$ cat config.mk
export PLATFORM = sky130hd
export DESIGN_NAME = pipe_hazard_ctrl
export DESIGN_NICKNAME = d
export VERILOG_FILES = /design/src/rtl/pipe_hazard_ctrl.sv
export SDC_FILE = /design/constraint.sdc
export NUM_CORES = 1
export LEC_CHECK = 0
export ABC_CLOCK_PERIOD_IN_PS = 4500
export CAP_MARGIN = 10
export CELL_PAD_IN_SITES_DETAIL_PLACEMENT = 0
export CELL_PAD_IN_SITES_GLOBAL_PLACEMENT = 1
export CORE_UTILIZATION = 25
export CTS_BUF_LIST = sky130_fd_sc_hd__clkbuf_4 sky130_fd_sc_hd__clkbuf_8 sky130_fd_sc_hd__clkbuf_16
export CTS_CLUSTER_DIAMETER = 50
export CTS_CLUSTER_SIZE = 12
export DETAILED_ROUTE_END_ITERATION = 8
export PLACE_DENSITY = 0.83
export SYNTH_ARGS = -nofsm -noshare
export SYNTH_HDL_FRONTEND = slang
export SYNTH_SLANG_ARGS = --single-unit
$ cat constraint.sdc
create_clock -name i_clk -period 4.5 [get_ports i_clk]
set_clock_uncertainty 0.05 [all_clocks]
set_input_delay 0.9 -clock i_clk [delete_from_list [all_inputs] [get_ports i_clk]]
set_output_delay 0.9 -clock i_clk [all_outputs]
set_load 0.01 [all_outputs]
$ cat src/rtl/pipe_hazard_ctrl.sv
// pipe_hazard_ctrl: hazard and sequencing controller for the 5-stage in-order
// pipeline. It drives stall/flush controls for the fetch, decode, execute and
// memory pipeline registers and selects execute-stage forwarding sources. It
// sequences a data-cache wait (MEM_WAIT), the post-mispredict redirect window
// (REDIRECT) and trap flushes. Load-use bubbles last one cycle.
//
// Ports:
//   i_clk, i_arst            clock, asynchronous active-high reset
//   i_rs*_addr_dec/_exec     source registers in decode / execute
//   i_rd_addr_{exec,mem,wb}  destination registers down the pipe
//   i_reg_we_{mem,wb}        register write enables in mem / writeback
//   i_load_instr_exec        execute holds a load
//   i_mispredict, i_trap     control events resolved in execute
//   i_icache_stall           fetch miss in progress
//   i_dcache_stall           memory-stage miss in progress
//   o_stall_*, o_flush_*     pipeline register hold / clear
//   o_forward_rs{1,2}        00 regfile, 01 writeback, 10 memory
//   o_stall_count            cycles with any stall     (HAZARD_PERF_EN)
//   o_flush_count            trap/mispredict/load-use  (HAZARD_PERF_EN)
//
// Build option: define HAZARD_PERF_EN to add the two performance counters.
module pipe_hazard_ctrl #(
    parameter int REG_ADDR_W      = 5,
    parameter int REDIRECT_CYCLES = 1
) (
    input  logic                  i_clk,
    input  logic                  i_arst,
    input  logic [REG_ADDR_W-1:0] i_rs1_addr_dec,
    input  logic [REG_ADDR_W-1:0] i_rs2_addr_dec,
    input  logic [REG_ADDR_W-1:0] i_rs1_addr_exec,
    input  logic [REG_ADDR_W-1:0] i_rs2_addr_exec,
    input  logic [REG_ADDR_W-1:0] i_rd_addr_exec,
    input  logic                  i_load_instr_exec,
    input  logic [REG_ADDR_W-1:0] i_rd_addr_mem,
    input  logic                  i_reg_we_mem,
    input  logic [REG_ADDR_W-1:0] i_rd_addr_wb,
    input  logic                  i_reg_we_wb,
    input  logic                  i_mispredict,
    input  logic                  i_trap,
    input  logic                  i_icache_stall,
    input  logic                  i_dcache_stall,
    output logic                  o_stall_fetch,
    output logic                  o_stall_dec,
    output logic                  o_stall_exec,
    output logic                  o_stall_mem,
    output logic                  o_flush_dec,
    output logic                  o_flush_exec,
    output logic                  o_flush_mem,
    output logic [1:0]            o_forward_rs1,
    output logic [1:0]            o_forward_rs2
`ifdef HAZARD_PERF_EN
    ,
    output logic [31:0]           o_stall_count,
    output logic [31:0]           o_flush_count
`endif
);

    typedef enum logic [1:0] {RUN, MEM_WAIT, REDIRECT} state_t;

    state_t     state, state_nxt;
    logic       saved_redir, saved_redir_nxt;  // state to resume after MEM_WAIT
    logic [2:0] redir_cnt, redir_cnt_nxt;
    logic       in_redirect;
    logic       load_use;
    logic       mem_hit1, wb_hit1, mem_hit2, wb_hit2;

    // Forwarding, memory stage wins over writeback; x0 is never forwarded.
    assign mem_hit1 = i_reg_we_mem && (i_rd_addr_mem != '0) && (i_rd_addr_mem == i_rs1_addr_exec);
    assign wb_hit1  = i_reg_we_wb  && (i_rd_addr_wb  != '0) && (i_rd_addr_wb  == i_rs1_addr_exec);
    assign mem_hit2 = i_reg_we_mem && (i_rd_addr_mem != '0) && (i_rd_addr_mem == i_rs2_addr_exec);
    assign wb_hit2  = i_reg_we_wb  && (i_rd_addr_wb  != '0) && (i_rd_addr_wb  == i_rs2_addr_exec);

    assign load_use = i_load_instr_exec && (i_rd_addr_exec != '0) &&
                      ((i_rd_addr_exec == i_rs1_addr_dec) || (i_rd_addr_exec == i_rs2_addr_dec));

    // The cycle the dcache stall drops, MEM_WAIT already behaves as the saved
    // state so events held in execute are served with no extra bubble.
    assign in_redirect = (state == REDIRECT) || ((state == MEM_WAIT) && saved_redir);

    always_comb begin
        state_nxt       = in_redirect ? REDIRECT : RUN;
        saved_redir_nxt = saved_redir;
        redir_cnt_nxt   = redir_cnt;
        o_stall_fetch   = 1'b0;
        o_stall_dec     = 1'b0;
        o_stall_exec    = 1'b0;
        o_stall_mem     = 1'b0;
        o_flush_dec     = 1'b0;
        o_flush_exec    = 1'b0;
        o_flush_mem     = 1'b0;
        o_forward_rs1   = mem_hit1 ? 2'b10 : (wb_hit1 ? 2'b01 : 2'b00);
        o_forward_rs2   = mem_hit2 ? 2'b10 : (wb_hit2 ? 2'b01 : 2'b00);

        if (i_dcache_stall) begin
            // Freeze everything; trap/mispredict stay pending in execute.
            {o_stall_fetch, o_stall_dec, o_stall_exec, o_stall_mem} = 4'hF;
            state_nxt       = MEM_WAIT;
            saved_redir_nxt = in_redirect;
        end else if (i_trap) begin
            {o_flush_dec, o_flush_exec, o_flush_mem} = 3'b111;
            state_nxt     = RUN;
            redir_cnt_nxt = 3'd0;
        end else if (i_mispredict) begin
            o_flush_dec   = 1'b1;
            o_flush_exec  = 1'b1;
            redir_cnt_nxt = 3'(REDIRECT_CYCLES);
            state_nxt     = (REDIRECT_CYCLES > 0) ? REDIRECT : RUN;
        end else if (in_redirect) begin
            // Decode is flushed anyway, so load-use needs no bubble here.
            o_flush_dec   = 1'b1;
            o_stall_fetch = i_icache_stall;
            redir_cnt_nxt = redir_cnt - 3'd1;
            if (redir_cnt <= 3'd1) state_nxt = RUN;
        end else if (load_use) begin
            // Covers a concurrent icache miss too: decode must hold, not clear.
            o_stall_fetch = 1'b1;
            o_stall_dec   = 1'b1;
            o_flush_exec  = 1'b1;
        end else if (i_icache_stall) begin
            o_stall_fetch = 1'b1;
            o_flush_dec   = 1'b1;
        end

        if (i_arst) begin
            {o_stall_fetch, o_stall_dec, o_stall_exec, o_stall_mem} = 4'h0;
            {o_flush_dec, o_flush_exec, o_flush_mem} = 3'b000;
            o_forward_rs1 = 2'b00;
            o_forward_rs2 = 2'b00;
        end
    end

    always_ff @(posedge i_clk or posedge i_arst) begin
        if (i_arst) begin
            state       <= RUN;
            saved_redir <= 1'b0;
            redir_cnt   <= 3'd0;
        end else begin
            state       <= state_nxt;
            saved_redir <= saved_redir_nxt;
            redir_cnt   <= redir_cnt_nxt;
        end
    end

`ifdef HAZARD_PERF_EN
    logic any_stall, flush_event;

    assign any_stall   = o_stall_fetch | o_stall_dec | o_stall_exec | o_stall_mem;
    assign flush_event = !i_dcache_stall &&
                         (i_trap || i_mispredict || (!in_redirect && load_use));

    always_ff @(posedge i_clk or posedge i_arst) begin
        if (i_arst) begin
            o_stall_count <= 32'd0;
            o_flush_count <= 32'd0;
        end else begin
            if (any_stall)   o_stall_count <= o_stall_count + 32'd1;
            if (flush_event) o_flush_count <= o_flush_count + 32'd1;
        end
    end
`endif

endmodule

==> After elaboration in Yosys (flattened, before gate mapping) <==
Index checks and enable logic that the tools add are counted.
W data, S select, Z words.
{ "word_totals": {"reg_bits": 6, "in_bits": 44, "out_inout_bits": 11, "word_cells": 73} }
{ "op_classes": {"n_addsub": 1, "magnitude_cmp": 1, "eq_ne": 8, "muxes": 43, "n_bitwise": 1, "reduce_logical": 16} }
{ "op_table": {"columns": ["op", "count"], "rows": [
  ["$eq A5 B5 Y1", 6],
  ["$mux W1", 30],
  ["$mux W2", 10],
  ["$reduce_bool A5 Y1", 3],
  ["$logic_and A1 B1 Y1", 9],
  ["$mux W3", 3],
  ["$le A3 B1 Y1 const B", 1],
  ["$reduce_bool A3 Y1", 1],
  ["$sub A3 B1 Y3 const B", 1],
  ["$eq A2 B1 Y1 const B", 1],
  ["$eq A2 B2 Y1 const B", 1],
  ["$logic_or A1 B1 Y1", 2],
  ["$reduce_and A2 Y1", 1],
  ["$not A1 Y1", 1]
]} }

==> Logic depth before layout (Yosys ltp) <==
{ "logic_depth": {"word_depth": 9, "depth_mapped": 5, "ltp_nobuf": 5} }

==> Worst setup path after synthesis <==
No wires, ideal clock.
{ "synth_timing": {"path_type": "input to output", "start": "input i_arst", "end": "output o_forward_rs1[0]", "t_arrival_ps": 2139, "required_time_ps": 3550, "setup_slack_ps": 1411, "stages": 5, "path_buffers": 1, "cell_sequence": "clkbuf_1 > inv_1 > o211ai_1 > or4_1 > nor4_2"} }
{ "synth_via": {"elab_chain_cells": 1} }
{ "synth_lines": {"columns": ["item", "line", "text"], "rows": [
  ["start: declaration", "27", "input logic i_arst,"],
  ["$mux W2", "124", "if (i_arst) begin"],
  ["end: declaration", "49", "output logic [1:0] o_forward_rs1,"]
]} }
No other way between the ends.

==> Worst setup path in the final report <==
{ "layout_timing": {"start": "input i_arst", "end": "output o_forward_rs2[0]"} }
{ "layout_via": {"elab_chain_cells": 1} }
{ "layout_lines": {"columns": ["item", "line", "text"], "rows": [
  ["$mux W2", "124", null],
  ["end: declaration", "50", "output logic [1:0] o_forward_rs2"]
]} }
No other way between the ends.

==> impl_metrics.csv <==
group,metric,value,unit
floorplanning,die_y,58.7,um
clock_tree,clk_path_buf_depth,2,
sta,fin_crit_sh,90.7,%
worst_hold_path,hp-class,"reg -> reg",
clock_tree,cts_made_buffers,3,
logic_synthesis,synth_warnings,0,
sta,finalSetupViolCount,0,
cells_and_area,area_growth,74.5,%
drt,antenna_left,0,
cells_and_area,finalInstanceArea,1400,um^2
sta,fin_tns_setup,0,ns
critical_path,crit_arrival,3.13,ns
drt,drt_iter0_drc,11,
global_route,antenna_found_initial,0,
placed_design,place_congestion,0.807,
floorplanning,dieArea,3450,um^2
critical_path,worstSetupEndpointType,"output pin",
clock_tree,cts_tree,"done",
pwr,switching_share,30.2,%
sta,max_freq,245,MHz
placed_design,dpl.hpwl,2150,um
floorplanning,initial_core_util,26.4,%
placed_design,placed_cells,199,
sta,rsz0062_at_grt,"no",
floorplanning,core_area,3050,um^2
critical_path,r2r_cells,3,
drt,via_count,937,
critical_path,path_common_cell,"clkdlybuf4s50_1",
cells_and_area,nFillCells,324,
placed_design,io_buffers,54,
clock_tree,clk_latency,0.24,ns
critical_path,cp_top_family,"buffers and inverters",
sta,tightest_slew,0.703,ns
critical_path,required,3.55,ns
floorplanning,io_pins,55,
pwr,worst_ir_drop_vdd,0.0000563,V
worst_hold_path,hold_depth,2,
critical_path,cp_cell_sequence,"clkdlybuf4s50_1 > inv_1 > o211ai_1 > or4_1 > nor4_2 > clkdlybuf4s50_1",
logic_synthesis,netlist.top_cell.by_area,"xnor2_1",
critical_path,critPathKind,"in -> out",
placed_design,dp_worst_setup_slack,0.386,ns
critical_path,cpPeakStageDelay,0.58,ns
floorplanning,die_x,58.7,um
pwr,seq_power_share,27.6,%
drt,wl_per_cell,12.0,um
pwr,p_total,0.220,mW
drt,drc,0,
logic_synthesis,syn-cell-area,805,um^2
logic_synthesis,synth_seq_cells,6,
placed_design,postPlaceCellArea,1380,um^2
pwr,p_switching,0.0664,mW
global_route,grt_use_total,14.1,%
logic_synthesis,synthCells,105,
critical_path,cp_num_buf_inv,3,
critical_path,crit_fanout,8,
clock_tree,clock-root-buffer,"clkbuf_4",
pwr,comb_power_share,51.1,%
logic_synthesis,synthFlopType,"dfrtp_1",
logic_synthesis,synth-edff-count,0,
drt,dr.pass1.iters,4,
pwr,intPower,0.153,mW
critical_path,worstSetupPathDepth,6,
flow_run,drv_cap,0,
sta,slew_violations,0,
sta,hold_violations,0,
clock_tree,ctsHoldBuffers,0,
clock_tree,cts_setup_buffers,0,
logic_synthesis,yosysTopAreaCellShare,21.8,%
critical_path,cpMaxStageDelayCell,"clkdlybuf4s50_1",
sta,slew_headroom,51.8,%
clock_tree,clock-sinks,6,
pwr,power.density,156,nW/um^2
floorplanning,rows,20,
clock_tree,cts_resized,0,
drt,viasPerCell,4.64,
sta,layout_min_cycle_time,4.08,ns
logic_synthesis,synth_seq_area_share,18.7,%
sta,final.setup.worst_slack,0.417,ns
global_route,grt_pass1_vias,944,
logic_synthesis,syn_avg_cell_area,7.66,um^2
logic_synthesis,synth.most_common_cell,"xnor2_1",
cells_and_area,antenna_cells,0,
logic_synthesis,synth_fp_nets,151,
pwr,pwr-share-clk,21.2,%
clock_tree,clk_pin_slew_worst_paths,0.04,ns
global_route,grt_max_degree,13,
global_route,overflow,0,
logic_synthesis,synth_top_cells_by_area,"xnor2_1, dfrtp_1, xor2_1, or4_1, nand2_1",
cells_and_area,stdcell_count,202,
critical_path,cp-start-kind,"input pin",
outcome,status,"complete, no violations",
pwr,p_leak,0.509,nW
clock_tree,htreeDepth,1,
logic_synthesis,synthArstFlopShare,100,%
cells_and_area,nets,206,
drt,totalWireLength,2430,um
global_route,grt_pass1_wl,3770,um
logic_synthesis,ys_types,27,
logic_synthesis,synthTopCellsByCount,"xnor2_1, xor2_1, nand2_1, nor2_1, dfrtp_1",
cells_and_area,drive_gt1_share,4.43,%
==> path summary, 6_finish.rpt <==
check,startpoint,to,slack [ns]
hold reg to reg,redir_cnt[1]$_DFFE_PP0P_,redir_cnt[1]$_DFFE_PP0P_,0.46
setup reg to reg,state[1]$_DFF_PP0_,state[1]$_DFF_PP0_,2.92
hold / removal,redir_cnt[1]$_DFFE_PP0P_,redir_cnt[1]$_DFFE_PP0P_,0.46
setup / recovery,i_arst,o_forward_rs2[0],0.42
min in group asynchronous,i_arst,redir_cnt[1]$_DFFE_PP0P_,1.04
max in group asynchronous,i_arst,redir_cnt[0]$_DFFE_PP0P_,3.17
==> power groups by stage <==
stage | clock (mW) | combinational, mW | sequential, mW
floorplan | 0 | 0.0507 | 0.0608
global placement | 0 | 0.110 | 0.0612
detailed placement | 0 | 0.113 | 0.0614
CTS | 0.0488 | 0.114 | 0.0607
global route | 0.0531 | 0.123 | 0.0612
finish | 0.0467 | 0.112 | 0.0607
==> through the flow <==
| stage | util, % | hold slack [ns] |
|---|---|---|
| CTS | 46.0 | 0.464 |
| global placement | 45.2 | 0.444 |
| finish | 46.0 | 0.457 |
| detailed placement | 45.2 | 0.454 |
| floorplan | - | 0.422 |
| global route | 46.0 | 0.487 |
==> cell families after synthesis <==
family                   after synthesis  synth area share (%)
flip-flops                             6                  18.7
multiplexers                           1                  1.24
AND/OR/NAND/NOR                       39                  25.5
AO/OA/AOI/OAI                         18                  14.2
XOR/XNOR                              30                  32.7
buffers and inverters                  9                  4.67
adder cells (fa/ha/maj)                2                  3.11
==> sequential cells by signal, summed over array words and instances (netlist names) <==
register and cells:
state 2, saved_redir 1, redir_cnt 3
==> metal layers <==
metal  global-route usage [%]  vias up  routed length (um)
li1                         -      476                   -
met1                     13.0      417                 887
met2                     29.9       44                1320
met3                     2.64        0                 225
met4                     4.42        0                   0
met5                        0        -                   0
==> layout by cell type, fill, tap and decap left out, types with 2 or more instances in the layout <==
cell type	instances
clkdlybuf4s50_1	54
xnor2_1	20
xor2_1	10
nand2_1	9
nor2_1	9
dfrtp_1	6
inv_1	5
o21ai_0	5
a21oi_1	5
nor3_1	5
or4_1	5
nand3_1	5
clkbuf_4	3
nor4_2	2
nor4_1	2
ha_1	2
==> cell type report <==
class / count / area, um^2 / share of cell area, %
timing repair buffer: 54 / 541 / 38.5
clock buffer: 3 / 22.5 / 1.60
sequential: 6 / 150 / 10.7
tap: 44 / 55.1 / 3.92
multi-input combinational: 90 / 617 / 43.9
inverter: 5 / 18.8 / 1.34
==> worst register-to-register path: cells and delay by family, from the launching register on <==
kind	cells	cell delay, ns
compound gates	2	0.49
flops	1	0.33
mux	1	0.61
Note: power is estimated with default switching activity, not from simulation.
==> RTL edit: new RTL, same flow settings <==
The parameter `REG_ADDR_W` goes from 5 to 3.
--- a/src/rtl/pipe_hazard_ctrl.sv
+++ b/src/rtl/pipe_hazard_ctrl.sv
@@ -21,5 +21,5 @@
 // Build option: define HAZARD_PERF_EN to add the two performance counters.
 module pipe_hazard_ctrl #(
-    parameter int REG_ADDR_W      = 5,
+    parameter int REG_ADDR_W      = 3,
     parameter int REDIRECT_CYCLES = 1
 ) (
Interface: changed (7 resized); port bits go from 55 to 41. The function was not compared with the original's and may differ.
==> RTL edit against the original RTL <==
  * Non-clock buffer count shrank 13
  * Largest power group unchanged
  * Via count shrank 14%
  * Routed wire length shrank 16%
  * Setup slack gained 180 ps
  * Synthesized area shrank 17%
  * Sequential share of layout area grew 2.6 points
  * Cell count shrank 22%
  * Sequential power grew 0.8%
  * Count of clock-buffer cells in the layout is the same
  * Largest cell class unchanged
  * Power shrank 8.0%
  * Final area shrank 20%
  * Sequential cell count is the same
  * Highest routed layer is now met4
==> RTL edit: results (changes against the original RTL) <==
Outcome:
- Outcome: complete, no violations (unchanged).

Worst setup path:
- The endpoint of the most critical register-to-register path is redir_cnt[0]$_DFFE_PP0P_ (was state[1]$_DFF_PP0_).
- The worst reg-to-reg setup slack came to 3140 ps (was 2920 ps).
- The highest fanout seen on the critical path is 6 (was 8).
- The count of cells along the worst register-to-register path is 4 (was 3).
- The arrival time at the worst endpoint was 2950 ps (was 3130 ps).
- The largest stage delay on the critical path is 530 ps (was 580 ps).
- The startpoint of the worst register-to-register path is saved_redir$_DFFE_PP0P_ (was state[1]$_DFF_PP0_).

STA:
- The final hold slack came to 478 ps (was 457 ps).
- The relative slew slack came to 0.587 (was 0.518).

Power and ir drop:
- The worst vdd rail ir drop is 107 uV (was 56.3 uV).
- The total leakage power is 0.427 nW (was 0.509 nW).

Cells and area:
- The total of fill cells in the finished design is 266 (was 324).
- The fraction of layout instances using a drive strength above 1 is 0.0472 (was 0.0443).
- The layout net count is 161 (was 206).

Logic synthesis:
- The post-synthesis net count is 117 (was 151).
- Area contributors post-synth: dfrtp_1 (22%), xnor2_1 (13%), xor2_1 (7.9%), a21oi_1 (4.5%), nor3_1 (4.5%) (was xnor2_1 (22%), dfrtp_1 (19%), xor2_1 (11%), or4_1 (4.7%), nand2_1 (4.2%)).
- The portion of the post-synthesis area used by sequential elements is 0.224 (was 0.187).

Route:
- The post-detailed-route wirelength per cell is 13.1 um (was 12.0 um).
- The total number of vias is 810 (was 937).
- The initial DRC count is 5 (was 11).

Placement:
- The routability congestion estimate is 0.725 (was 0.807).
- The placed cell area is 1100 sq um (was 1380 sq um).
- The number of buffers added on ports is 40 (was 54).

Worst hold path:
- The origin of the worst min-delay path is redir_cnt[2]$_DFFE_PP0P_ (was redir_cnt[1]$_DFFE_PP0P_).
- The end point of the worst hold path is redir_cnt[2]$_DFFE_PP0P_ (was redir_cnt[1]$_DFFE_PP0P_).

Clocking:
- The total setup buffers inserted after CTS is 0 (unchanged).

Global routing:
- The number of global-route vias before repair is 773 (was 944).
- The first-pass GRT wire length is 3.07 mm (was 3.77 mm).
- The global router's overall resource usage is 0.147 (was 0.141).
-- RTL edit: cell types whose count changed after synthesis, sizes merged, moves of 3 or more --
cell,unedited run,this run
a211oi,1,4
nor4,4,0
or4,5,0
nor2,9,6
nand2,9,4
xor2,10,6
xnor2,20,10
-- RTL edit: cell families after synthesis --
logic type,share of synthesized area
simple gates,0.217
compound gates,0.262
xor+xnor,0.209
buf+inv,0.0505
flops,0.224
fa+ha+maj,0.0374
-- RTL edit: worst max-delay path by stage --
stage                       start               end  slack, ps  cells past startpoint
6_report         i_rd_addr_mem[2]  o_forward_rs2[1]        600                      6
4_1_cts          i_rd_addr_mem[2]  o_forward_rs2[1]        620                      6
2_1_floorplan  i_rs1_addr_exec[2]  o_forward_rs1[1]       1710                      4
3_3_place_gp     i_rd_addr_mem[2]  o_forward_rs2[1]        660                      6
5_1_grt          i_rd_addr_mem[0]  o_forward_rs1[1]        520                      6
3_5_place_dp     i_rd_addr_mem[2]  o_forward_rs2[1]        630                      6
-- RTL edit: where the power goes --
part | switching (W) | total [W] | internal, W | leakage (nW)
sequential | 0.00000301 | 0.0000612 | 0.0000582 | 0.0764
combinational | 0.0000397 | 0.0000908 | 0.0000511 | 0.337
clock | 0.0000199 | 0.0000501 | 0.0000302 | 0.0138
total | 0.0000626 | 0.000202 | 0.000139 | 0.427
-- RTL edit: per-stage QoR --
stage / cells / util / worst slack (ps)
3_3_place_gp: 154 / 0.441 / 657
4_1_cts: 157 / 0.450 / 622
6_report: 157 / 0.450 / 598
2_1_floorplan: 85 / - / 1710
5_1_grt: 157 / 0.450 / 520
3_5_place_dp: 154 / 0.441 / 629
-- RTL edit: area by class of cell --
class	instances	area [sq um]	share of cell area
multi-input cells	71	485	0.431
repair buffers	41	408	0.362
flip-flops and latches	6	150	0.133
well taps	30	37.5	0.0333
clock buffers	3	22.5	0.0200
inverters	6	22.5	0.0200
-- RTL edit: worst register-to-register path, stage by stage (launching register included) --
cell     delay (ps)
dfrtp_1         370
and3b_1         210
nor2_1          310
a21oi_1         120
o22a_1          190
-- RTL edit: per-layer routing --
layer,vias up,share of wire,global-route usage
li1,402,-,-
met4,0,0.0054,0.0526
met1,359,0.39,0.148
met3,2,0.12,0.0424
met5,-,0,0
met2,47,0.48,0.282
